$ cat config.mk
export PLATFORM = sky130hd
export DESIGN_NAME = rx_data_sampler
export DESIGN_NICKNAME = d
export VERILOG_FILES = /design/src/rtl/rx_data_sampler.sv
export SDC_FILE = /design/constraint.sdc
export NUM_CORES = 1
export LEC_CHECK = 0
export CAP_MARGIN = 20
export CORE_ASPECT_RATIO = 1.1
export CORE_MARGIN = 2
export CORE_UTILIZATION = 59
export CTS_BUF_LIST = sky130_fd_sc_hd__clkbuf_2
export DETAILED_ROUTE_END_ITERATION = 16
export PLACE_DENSITY = 0.87
export SYNTH_ARGS = -nofsm -noshare
export SYNTH_HDL_FRONTEND = slang
export SYNTH_SLANG_ARGS = --single-unit
$ cat constraint.sdc
create_clock -name CLK -period 6.1 [get_ports CLK]
set_input_delay 0.61 -clock CLK [delete_from_list [all_inputs] [get_ports CLK]]
set_output_delay 0.61 -clock CLK [all_outputs]
set_load 0.05 [all_outputs]
$ cat src/rtl/rx_data_sampler.sv
// rx_data_sampler
//   Majority-vote data sampler for an oversampled UART-style receiver.
//   NUM_SAMPLES samples are taken around the middle of each bit, at
//   edge_cnt positions mid-H .. mid+H, where mid = prescale/2 - 1 and
//   H = (NUM_SAMPLES-1)/2. One clock after the last sample, the majority
//   result is registered onto sampled_bit and sample_valid pulses for
//   one cycle.
//
//   Optional feature macro: RX_SAMPLER_NOISE_DET_EN
//     defined   -> noise_flag reports a non-unanimous vote (registered)
//     undefined -> noise_flag is tied to 0 and has no register
//
// Ports
//   CLK           in   single clock, rising edge
//   RST           in   synchronous active-high reset
//   prescale      in   [PRESCALE_W] RX clocks per bit
//   RX_IN         in   serial line, already synchronous to CLK
//   data_samp_en  in   sampling enable from the RX FSM
//   edge_cnt      in   [PRESCALE_W] position within the current bit
//   sampled_bit   out  registered majority result
//   sample_valid  out  one-cycle pulse when sampled_bit is updated
//   noise_flag    out  last vote was not unanimous
//   cfg_err       out  registered, high while prescale < NUM_SAMPLES+1
//
// FSM states
//   state   | meaning
//   IDLE    | not sampling; waits for data_samp_en
//   COLLECT | capturing samples as edge_cnt crosses the window
//   VOTE    | all samples held; result is registered on the next edge

module rx_data_sampler #(
    parameter int PRESCALE_W  = 6,
    parameter int NUM_SAMPLES = 3
) (
    input  logic                  CLK,
    input  logic                  RST,
    input  logic [PRESCALE_W-1:0] prescale,
    input  logic                  RX_IN,
    input  logic                  data_samp_en,
    input  logic [PRESCALE_W-1:0] edge_cnt,
    output logic                  sampled_bit,
    output logic                  sample_valid,
    output logic                  noise_flag,
    output logic                  cfg_err
);

    localparam int HALF  = (NUM_SAMPLES - 1) / 2;
    localparam int CNT_W = $clog2(NUM_SAMPLES + 1);

    localparam logic [PRESCALE_W-1:0] MIN_PRESCALE = PRESCALE_W'(NUM_SAMPLES + 1);
    localparam logic [PRESCALE_W-1:0] HALF_P       = PRESCALE_W'(HALF);
    localparam logic [CNT_W-1:0]      HALF_C       = CNT_W'(HALF);
    localparam logic [CNT_W-1:0]      ALL_C        = CNT_W'(NUM_SAMPLES);

    generate
        if ((NUM_SAMPLES < 3) || (NUM_SAMPLES > 7) || ((NUM_SAMPLES % 2) == 0)) begin : g_bad_num_samples
            $error("rx_data_sampler: NUM_SAMPLES must be odd and in 3..7");
        end
    endgenerate

    typedef enum logic [1:0] {
        IDLE    = 2'd0,
        COLLECT = 2'd1,
        VOTE    = 2'd2
    } state_t;

    state_t                 state_q, state_d;
    logic [NUM_SAMPLES-1:0] sample_q, sample_d;
    logic [CNT_W-1:0]       ones_q, ones_d;
    logic                   sampled_bit_q, sampled_bit_d;
    logic                   sample_valid_q, sample_valid_d;
    logic                   cfg_err_q, cfg_err_d;

`ifdef RX_SAMPLER_NOISE_DET_EN
    logic                   noise_flag_q, noise_flag_d;
`endif

    logic                   cfg_bad;
    logic [PRESCALE_W-1:0]  mid;
    logic [PRESCALE_W-1:0]  win_lo;
    logic [PRESCALE_W-1:0]  win_hi;

    // Ones count is always rebuilt from the sample register, so a
    // position revisited within one bit overwrites rather than double counts.
    function automatic logic [CNT_W-1:0] count_ones(input logic [NUM_SAMPLES-1:0] s);
        logic [CNT_W-1:0] c;
        c = '0;
        for (int k = 0; k < NUM_SAMPLES; k++) begin
            c = c + CNT_W'(s[k]);
        end
        return c;
    endfunction

    // Window tracks prescale combinationally; mid may wrap for tiny
    // prescale values but every use is gated by cfg_bad.
    always_comb begin
        cfg_bad = (prescale < MIN_PRESCALE);
        mid     = (prescale >> 1) - PRESCALE_W'(1);
        win_lo  = mid - HALF_P;
        win_hi  = mid + HALF_P;
    end

    always_comb begin
        state_d        = state_q;
        sample_d       = sample_q;
        ones_d         = ones_q;
        sampled_bit_d  = sampled_bit_q;
        sample_valid_d = 1'b0;
        cfg_err_d      = cfg_bad;
`ifdef RX_SAMPLER_NOISE_DET_EN
        noise_flag_d   = noise_flag_q;
`endif

        if (!data_samp_en) begin
            // Dropping the enable abandons any partial bit, even in VOTE.
            state_d  = IDLE;
            sample_d = '0;
            ones_d   = '0;
        end else begin
            unique case (state_q)
                IDLE: begin
                    state_d  = COLLECT;
                    sample_d = '0;
                    ones_d   = '0;
                end
                COLLECT: begin
                    if (!cfg_bad) begin
                        for (int k = 0; k < NUM_SAMPLES; k++) begin
                            if (edge_cnt == (win_lo + PRESCALE_W'(k))) begin
                                sample_d[k] = RX_IN;
                            end
                        end
                        ones_d = count_ones(sample_d);
                        if (edge_cnt == win_hi) begin
                            state_d = VOTE;
                        end
                    end
                end
                VOTE: begin
                    state_d  = COLLECT;
                    sample_d = '0;
                    ones_d   = '0;
                    // A prescale that turned illegal mid-bit suppresses the result.
                    if (!cfg_bad) begin
                        sample_valid_d = 1'b1;
                        sampled_bit_d  = (ones_q > HALF_C);
`ifdef RX_SAMPLER_NOISE_DET_EN
                        noise_flag_d   = (ones_q != '0) && (ones_q != ALL_C);
`endif
                    end
                end
                default: begin
                    state_d  = IDLE;
                    sample_d = '0;
                    ones_d   = '0;
                end
            endcase
        end
    end

    always_ff @(posedge CLK) begin
        if (RST) begin
            state_q        <= IDLE;
            sample_q       <= '0;
            ones_q         <= '0;
            sampled_bit_q  <= 1'b0;
            sample_valid_q <= 1'b0;
            cfg_err_q      <= 1'b0;
        end else begin
            state_q        <= state_d;
            sample_q       <= sample_d;
            ones_q         <= ones_d;
            sampled_bit_q  <= sampled_bit_d;
            sample_valid_q <= sample_valid_d;
            cfg_err_q      <= cfg_err_d;
        end
    end

`ifdef RX_SAMPLER_NOISE_DET_EN
    always_ff @(posedge CLK) begin
        if (RST) begin
            noise_flag_q <= 1'b0;
        end else begin
            noise_flag_q <= noise_flag_d;
        end
    end

    assign noise_flag = noise_flag_q;
`else
    assign noise_flag = 1'b0;
`endif

    assign sampled_bit  = sampled_bit_q;
    assign sample_valid = sample_valid_q;
    assign cfg_err      = cfg_err_q;

endmodule

-- Yosys cells after proc, flatten, opt, wreduce, memory -nomap -nowiden
Cells that the tools add are included.
Widths: inputs -> output; s select.
- flip-flop bits (word level): 10
- bits of input ports: 16
- logic and storage cells: 50
- add/sub/neg operators: 7
- magnitude comparators: 2
- eq/ne operators: 8
- multiplexer cells: 16
- bitwise operators: 4
- reductions and logical operators: 7
- operator list (kind ; count):
    $eq 6x6->1 ; 4
    $mux 1 ; 13
    $add 6x1->6 const B ; 2
    $add 6x2->6 const B ; 1
    $lt 6x3->1 const B ; 1
    $reduce_or 3->1 ; 2
    $sub 5x1->6 const B ; 1
    $sub 6x1->6 const B ; 1
    $mux 2 ; 2
    $ne 2x2->1 const B ; 2
    $not 1->1 ; 4
    $pmux 2 s2 ; 1
    $reduce_or 2->1 ; 2
    $reduce_and 3->1 ; 1
    $add 1x1->2 ; 1
    $add 2x1->2 ; 1
    $eq 2x1->1 const B ; 1
    $eq 2x2->1 const B ; 1
    $gt 2x1->1 const B ; 1
    $logic_not 2->1 ; 1
    $reduce_and 2->1 ; 1

-- Depth between registers and ports, before layout
Gate-level depths: netlist of the first run.
- depth in word-level cells: 10
- mapped depth: 17

-- Worst setup path before layout of the first run
OpenSTA, ideal clock, no wires.
- path type: input -> register
- start point: in prescale[1]
- end point: reg ones_q[1]
- library setup time: 0.086 ns
- arrival time: 3.360 ns
- slack: 2.654 ns
- stages: 17
- path through: buf_2 > inv_1 > ha_1 > buf_6 > xor2_1 > xnor2_1 > inv_1 > ha_1 > nand2_1 > nand2_1 > o211ai_1 > o21ai_0 > xor2_1 > nor3_1 > mux2i_1 > fa_1 > a211oi_1
- word-level cells in the longest chain between the ends: 10
- elaborated cells between the ends (all ways): 22
- classes of those cells: add/sub (6); order compare (1); eq/ne (3); mux (12)
- RTL lines (element ; RTL line ; text):
    start, declared ; 37 ; input logic [PRESCALE_W-1:0] prescale,
    $sub 5x1->6 ; 98 ; mid = (prescale >> 1) - PRESCALE_W'(1);
    $sub 6x1->6 ; 99 ; win_lo = mid - HALF_P;
    $add 6x1->6 ; 129 ; if (edge_cnt == (win_lo + PRESCALE_W'(k))) begin
    $eq 6x6->1 ; 129 ;
    $mux 1 ; 129 ;
    $mux 1 ; 127 ; if (!cfg_bad) begin
    $mux 1 ; 120 ; unique case (state_q)
    $mux 1 ; 114 ; if (!data_samp_en) begin
    $add 1x1->2 ; 89 ; c = c + CNT_W'(s[k]);
    $add 2x1->2 ; 89 ;
    end signal, assigned ; 172 ; ones_q <= ones_d;
    end, declared ; 69 ; logic [CNT_W-1:0] ones_q, ones_d;
Parallel ways exist; a longest one is shown, timed or not. The select of a mux whose other input is x is not followed.
A chain may end at the register's enable or synchronous reset.

-- Final worst setup path of the first run
Ends and elaborated chain as after synthesis.

==> results.toml, run 1 <==
[timing]
rsz0062_at_grt = "false"
skew_ps = 2.33
fmax_ghz = 0.226
min_period_over_period_pct = 72.6
max_slew_margin_pct = 53.2
tns_ps = 0
finalMaxSlewViolations = 0
period_needed_ps = 4430
setup_viol = 0
worst_pin_slew_ps = 692
fin_ws_ps = 1670
final_hold_viol_count = 0
hold_ws_ps = 470

[setup_path]
start_kind = "primary input"
path_class = "in -> reg"
arrival_ps = 4610
crit_fanout = 18
critPathMaxStageDelay_ps = 910
crit_path_cell_trace = "clkdlybuf4s50_1 > inv_1 > ha_1 > xor2_1 > xnor2_1 > inv_1 > ha_1 > nand2_1 > nand2_1 > o211ai_1 > o21ai_0 > xor2_1 > nor3_1 > mux2i_1 > fa_1 > a211oi_1"
critical_path.startpoint = "prescale[1]"
critPathCaptureType = "flop"
timing.rr.start = "state_q[1]"
cp_slowest_cell = "clkdlybuf4s50_1"
worstRegToRegCells = 3
cp.required_ps = 6280

[final_layout]
post-route-util_pct = 70.0
syn2layout_area_growth_pct = 14.5
final_cell_area_mm2 = 0.00138
nNetsFinal = 176
antenna_cells = 0
layout-drive-gt1-share_pct = 11.1
stdcell_count = 181

[synthesis]
synth_cell_types = 51
postSynthAreaPerCell_um2 = 8.63
ys_ff_latch = 9
syn_inst = 140
mappedNetlistArea_mm2 = 0.00121
synthArstFlopShare_pct = 0
synth.net_count = 162
synth_edf_count = 0
synth_ff_type = "dfxtp_1"
yosys_warnings = 0
yosysSeqAreaShare_pct = 14.9

[clock_tree]
htreeDepth = 1
path_clk_slew_ps = 90
cts_root_buf = "clkbuf_2"
numCtsBuffers = 3
cts_tree = "done"
cts_buffer_depth = 2
insertion_delay_ps = 260
cts_hold_buf = 0
cts.sinks = 9
post_cts_buffers = 0
post_cts_resized = 0

[power]
total_power_mw = 0.198
p_leak_nw = 0.532
pwr_density_cell_mw_per_mm2 = 143
irDropWorstVdd_mv = 0.109

[routing]
postRouteAntennaNets = 0
routed_wl_um = 2520
drc = 0
vias = 1059
wl_per_cell_um = 13.9
first_iter_violations = 19
dr.pass1.iters = 6
via_per_inst = 5.85

[global_routing]
grt_pass1_vias = 999
grt_usage_pct = 23.5
grt_overflow = 0
grt_pass1_wl_um = 4080
grt_max_degree = 19
antenna_found_initial = 0

[floorplan]
dieHeight_um = 51.5
initial_core_util_pct = 61.1
fp.dieW_um = 47.2
core_area_mm2 = 0.00198
io_pins = 20
design.die.area_mm2 = 0.00243
row_count = 17

[place]
port-buffer-count = 17
dpl_worst_slack_ps = 1430
gp_congestion = 0.854
placed_cells = 177
post-dp-hpwl_um = 2000
dpl_cell_area_mm2 = 0.00136

[outcome]
status = "finished clean"

[hold_path]
hold_start = "sample_q[1]"
hold_depth = 2
hp-class = "reg -> reg"

[run]
cap_violations = 0
==> cell usage after synthesis (all sizes together), types with 3 or more instances <==
cell,number,share of area (%)
dfxtp,9,15
a21oi,4,1.7
nor2,8,2.5
nand2b,3,1.6
ha,5,5.2
nor3b,3,2.3
a31oi,3,3.3
buf,7,3.8
mux2i,7,5.8
inv,7,2.2
o211ai,4,2.5
xor2,7,5.7
xnor2,17,14
nand2,8,2.5
nor3,7,4.1
nand4,3,1.6
o21ai,8,3.3
==> metal layers <==
metal / vias to the layer above / wire length (µm) / GRT usage (%) / part of all wire [%]
met1: 480 / 1090 / 26.5 / 43
li1: 530 / - / - / -
met5: - / 0 / 0 / 0
met3: 8 / 127 / 6.36 / 5.0
met4: 0 / 58 / 11.1 / 2.3
met2: 41 / 1240 / 39.5 / 49
==> layout make-up <==
type / instances / area, µm²
Sequential cell: 9 / 180
Clock buffer: 4 / 20.0
Inverter: 7 / 26.3
Tap cell: 28 / 35.0
Timing Repair Buffer: 17 / 170
Fill cell: 169 / 594
Multi-Input combinational cell: 116 / 952
==> layout by cell type (no fill, tap or decap), drive strengths merged, types with 2 or more instances in the layout <==
master	count
nand2	8
nor3	7
dfxtp	9
ha	5
a31oi	3
xnor2	17
or3	2
xor2	7
or2	2
clkbuf	4
xnor3	2
nand3	2
inv	7
nor3b	3
nand4	3
clkdlybuf4s50	17
nand2b	3
o211ai	4
nor2	8
a21oi	4
and4b	2
mux2i	7
nand4b	2
o21ai	8
==> critical path: cells and delay by family <==
kind                     cells  cell delay, ps
multiplexers                 1             160
AND/OR/NAND/NOR              3             350
adder cells (fa/ha/maj)      3            1100
buffers and inverters        3            1210
XOR/XNOR                     3             680
AO/OA/AOI/OAI                3             490
==> power by group <==
group	internal, mW	total, mW	switching (mW)	leakage (nW)
clock network	0.0174	0.0398	0.0224	0.0166
registers	0.0593	0.0596	0.000357	0.0728
logic	0.0449	0.0988	0.0539	0.443
total	0.122	0.198	0.0767	0.532
==> state kept, by name, summed over array words and instances, names as in the netlist <==
signal        cells
sampled_bit       1
cfg_err           1
sample_valid      1
state_q           2
ones_q            1
sample_q          3
==> logic make-up (layout without fill, tap and decap cells) <==
| kind of cell | Yosys count | count (layout) | synth area share [%] |
|---|---|---|---|
| AO/OA/AOI/OAI | 27 | 27 | 17.2 |
| XOR/XNOR | 26 | 26 | 23.0 |
| adder cells (fa/ha/maj) | 6 | 6 | 6.83 |
| buffers and inverters | 15 | 28 | 6.31 |
| flip-flops | 9 | 9 | 14.9 |
| multiplexers | 7 | 7 | 5.80 |
| other | 1 | 1 | 0.310 |
| AND/OR/NAND/NOR | 49 | 49 | 25.7 |
==> final timing paths <==
kind | endpoint | slack (ps)
setup / recovery | ones_q[1] | 1670
hold / removal | sample_q[1] | 470
setup reg to reg | sample_q[0] | 4740
hold reg to reg | sample_q[1] | 470
Power figures use the tool's default switching activity.
==> run 2, diff against run 1 <==
- CORE_UTILIZATION: 59 -> 50
- PLACE_DENSITY: 0.87 -> 0.79
- clock period: 6.1 -> 3.75 ns (I/O delays scaled with it)
==> run 2 against run 1 <==
Highest routed layer unchanged. Largest cell class unchanged. Routed wire length rose by 3.1%. Non-clock buffer count up 7. Setup slack worse by 1400 ps. Register-to-register slack worse by 2400 ps. Sequential share of layout area decreased by 0.54 points. Critical path depth fell by 3. Count of clock-buffer cells in the layout did not move. Cell count grew 5.0%.
==> results.toml, run 2 (synthesis gave the netlist of run 1 again) <==
[clock_tree]
insertion_delay_ps = 240
path_clk_slew_ps = 80
cts.sinks = 9
post_cts_resized = 0
cts_root_buf = "clkbuf_2"
cts_tree = "done"
numCtsBuffers = 3
cts_hold_buf = 0
htreeDepth = 1
cts_buffer_depth = 2
post_cts_buffers = 0

[timing]
period_needed_ps = 3450
finalMaxSlewViolations = 0
setup_viol = 0
min_period_over_period_pct = 91.9
final_hold_viol_count = 0
max_slew_margin_pct = 53.5
hold_ws_ps = 469
worst_pin_slew_ps = 689
skew_ps = 0.977
fmax_ghz = 0.290
rsz0062_at_grt = "false"
tns_ps = 0

[run]
cap_violations = 0

[global_routing]
grt_usage_pct = 20.8
grt.met1_usage_pct = 28.5
grt_max_degree = 17
grt_pass1_wl_um = 4620
antenna_found_initial = 0
use_met2_pct = 33.8
grt_pass1_vias = 1030
grtUsageMet3_pct = 3.24
busiest_layer = "met2"
grt_overflow = 0

[power]
p_clk_share_pct = 18.5
intPower_mw = 0.203
p_comb_share_pct = 51.6
switchingPower_mw = 0.121
pwr_density_cell_mw_per_mm2 = 225
p_seq_share_pct = 29.9
p_leak_nw = 0.567
irDropWorstVdd_mv = 0.170
swShare_pct = 37.3

[floorplan]
dieHeight_um = 55.6
design.die.area_mm2 = 0.00283
io_pins = 20
fp.dieW_um = 50.9
initial_core_util_pct = 53.1
core_area_mm2 = 0.00227
row_count = 18

[final_layout]
final_cell_mix = "clkdlybuf4s50_1 (17), xnor2_1 (15), dfxtp_1 (9)"
antenna_cells = 0
fillers = 213
largest_register_ffs = 3
top_register = "sample_q"
seq_area_um2 = 180
reg_top3 = "sample_q: 3 flops, state_q: 2 flops"
multi_input_area_um2 = 957
post-route-util_pct = 63.5
layout-drive-gt1-share_pct = 15.6
nNetsFinal = 183
final_common_cell = "clkdlybuf4s50_1"
syn2layout_area_growth_pct = 19.5

[setup_path]
reg2reg_setup_slack_ps = 2370
cp.required_ps = 3910
arrival_ps = 3600
start_kind = "primary input"
crit_fanout = 8
path_class = "in -> reg"
critPathCaptureType = "flop"

[routing]
postRouteAntennaNets = 0
drc = 0
dr.pass1.iters = 4
routed_wl_um = 2590
via_per_inst = 5.71
vias = 1084
first_iter_violations = 32
wl_per_cell_um = 13.6

[place]
gp_congestion = 0.809
post-dp-hpwl_um = 2080
port-buffer-count = 17

[outcome]
status = "finished clean"

[hold_path]
hp-class = "reg -> reg"
==> run 2: layout make-up <==
| type | instances | share of cell area [%] |
|---|---|---|
| Multi-Input combinational cell | 116 | 66.3 |
| Timing Repair Buffer | 24 | 15.4 |
| Sequential cell | 9 | 12.5 |
| Tap cell | 30 | 2.60 |
| Inverter | 7 | 1.82 |
| Clock buffer | 4 | 1.39 |
==> run 2: power groups by stage <==
stage                     combinational (mW)  clock, mW  sequential (mW)
after global routing                   0.184     0.0691           0.0971
after global placement                 0.159          0           0.0991
final                                  0.167     0.0600           0.0969
after CTS                              0.166     0.0628           0.0969
after detailed placement               0.165          0           0.0992
after floorplan                        0.121          0           0.0997
==> run 2: metrics by stage <==
stage | area (µm²) | power (mW) | std cells | setup WS (ps)
floorplan | 1210 | 0.220 | 140 | 539
global placement | 1420 | 0.258 | 186 | 142
detailed placement | 1420 | 0.265 | 186 | 31.4
CTS | 1440 | 0.326 | 190 | 273
global route | 1440 | 0.350 | 190 | 21.8
finish | 1440 | 0.324 | 190 | 304
==> run 2: per-layer routing <==
layer	up-vias	wire length, µm
met5	-	0
li1	540	-
met2	29	1320
met1	513	1150
met3	2	106
met4	0	18
==> run 2: worst paths after layout <==
path,startpoint,end,depth (start not counted)
worst min register to register,sample_q[2],sample_q[2],2
worst max register to register,state_q[1],sample_q[0],3
worst max-delay path,prescale[1],ones_q[1],13
worst min-delay path,sample_q[2],sample_q[2],2
==> run 2: critical path, stage by stage <==
cell and delay, ps:
clkdlybuf4s50_1 500, inv_1 70, ha_1 210, buf_4 170
xnor2_2 280, a31oi_4 170, xnor2_2 370, o211ai_1 190
a221oi_2 340, o21ai_1 120, mux2i_1 160, fa_1 430
a211oi_1 210
==> run 3, diff against run 2 <==
- CORE_MARGIN: 2 -> 3
==> run 3 against run 2 <==
Utilization grew 0.11 points. Setup slack better by 24 ps. Global-route usage is 1.9 points lower. Largest cell class unchanged.
==> results.toml, run 3 (synthesis gave the netlist of run 1 again) <==
[hold_path]
hold_depth = 2
hold_start = "sample_q[1]"
hold_end = "sample_q[1]"
hp-class = "reg -> reg"

[clock_tree]
cts_root_buf = "clkbuf_2"
insertion_delay_ps = 250
numCtsBuffers = 3
path_clk_slew_ps = 80
htreeDepth = 1
cts_hold_buf = 0
cts_buffer_depth = 2
cts_tree = "done"
post_cts_buffers = 0
cts.sinks = 9

[timing]
fmax_ghz = 0.292
tns_ps = 0
min_period_over_period_pct = 91.3
final_hold_viol_count = 0
skew_ps = 8.10
rsz0062_at_grt = "false"
setup_viol = 0
fin_ws_ps = 328
finalMaxSlewViolations = 0
period_needed_ps = 3420
worst_pin_slew_ps = 679
max_slew_margin_pct = 54.1

[setup_path]
start_kind = "primary input"
crit_fanout = 5
path_class = "in -> reg"
arrival_ps = 3580
worstRegToRegCells = 3
critPathCaptureType = "flop"
cp.required_ps = 3910
r2r-end = "sample_q[0]"
timing.rr.start = "state_q[1]"
reg2reg_setup_slack_ps = 2380

[power]
irDropWorstVdd_mv = 0.171
p_seq_share_pct = 29.8
intPower_mw = 0.204
switchingPower_mw = 0.122
p_leak_nw = 0.567
pwr_density_cell_mw_per_mm2 = 225
p_clk_share_pct = 19.2
p_comb_share_pct = 51.0
swShare_pct = 37.4

[final_layout]
final_common_cell = "clkdlybuf4s50_1"
top_register = "sample_q"
layout-drive-gt1-share_pct = 15.6
syn2layout_area_growth_pct = 19.7
post-route-util_pct = 63.6
nNetsFinal = 183
antenna_cells = 0
final_cell_area_mm2 = 0.00145
reg_top3 = "sample_q: 3 flops, state_q: 2 flops"
fillers = 195
largest_register_ffs = 3
stdcell_count = 190
final_cell_mix = "clkdlybuf4s50_1 (17), xnor2_1 (15), dfxtp_1 (9)"

[floorplan]
fp.dieW_um = 52.9
dieHeight_um = 57.6
core_area_mm2 = 0.00227
io_pins = 20
design.die.area_mm2 = 0.00304
row_count = 18
initial_core_util_pct = 53.1

[global_routing]
grt_pass1_wl_um = 4460
grt_max_degree = 17
grt_pass1_vias = 1058
grt_usage_pct = 18.9
grt_overflow = 0
antenna_found_initial = 0

[routing]
postRouteAntennaNets = 0
vias = 1088
dr.pass1.iters = 4
wl_per_cell_um = 13.0
routed_wl_um = 2480
via_per_inst = 5.73
first_iter_violations = 52
drc = 0

[place]
post-dp-hpwl_um = 2030
port-buffer-count = 17
dpl_worst_slack_ps = 65.1
gp_congestion = 0.844
dpl_cell_area_mm2 = 0.00142
placed_cells = 186

[outcome]
status = "finished clean"

[run]
cap_violations = 0
==> run 3: worst max path at each step <==
stage,to,startpoint,cells past startpoint
global route,ones_q[1],prescale[1],16
CTS,ones_q[1],prescale[1],16
floorplan,ones_q[1],prescale[1],17
global placement,ones_q[1],prescale[1],16
detailed placement,ones_q[1],prescale[1],16
finish,ones_q[1],prescale[1],16
==> run 3: timing repair <==
action                                  CTS  global route
resized for setup                         0             2
endpoints found under the setup margin    0             1
hold endpoints to repair                  0             0
==> run 3: cell type report <==
class / instances / area, µm² / share of cell area, %
multi-input cells: 116 / 960 / 66.3
repair buffers: 24 / 223 / 15.4
flip-flops and latches: 9 / 180 / 12.5
well taps: 30 / 37.5 / 2.60
inverters: 7 / 26.3 / 1.82
clock buffers: 4 / 20.0 / 1.38
==> run 3: layer usage <==
metal	global-route usage, %	wire [µm]	up-vias
li1	-	-	536
met3	4.96	104	2
met4	1.09	3	0
met1	25.0	1150	525
met5	0	0	-
met2	32.3	1220	25
==> run 3: power groups by stage <==
| stage | logic [mW] | registers (mW) | clock network, mW |
|---|---|---|---|
| floorplan | 0.121 | 0.0997 | 0 |
| global placement | 0.159 | 0.0992 | 0 |
| detailed placement | 0.165 | 0.0992 | 0 |
| CTS | 0.166 | 0.0970 | 0.0628 |
| global route | 0.183 | 0.0972 | 0.0683 |
| finish | 0.166 | 0.0971 | 0.0624 |
==> run 3: per-stage QoR <==
step	hold slack (ps)	power, mW
after floorplan	434	0.220
after global placement	448	0.258
after detailed placement	459	0.265
after CTS	471	0.326
after global routing	488	0.349
final	467	0.326
==> run 3: worst max-delay path, stage by stage <==
cell and delay (ps):
clkdlybuf4s50_1 500, inv_1 70, ha_1 240, xor2_2 200
xnor2_1 220, inv_1 140, ha_1 230, nand2_1 110
nand2_1 60, o211ai_1 100, o21ai_1 90, xor2_1 170
nor3_1 280, mux2i_1 150, fa_1 440, a211oi_1 190
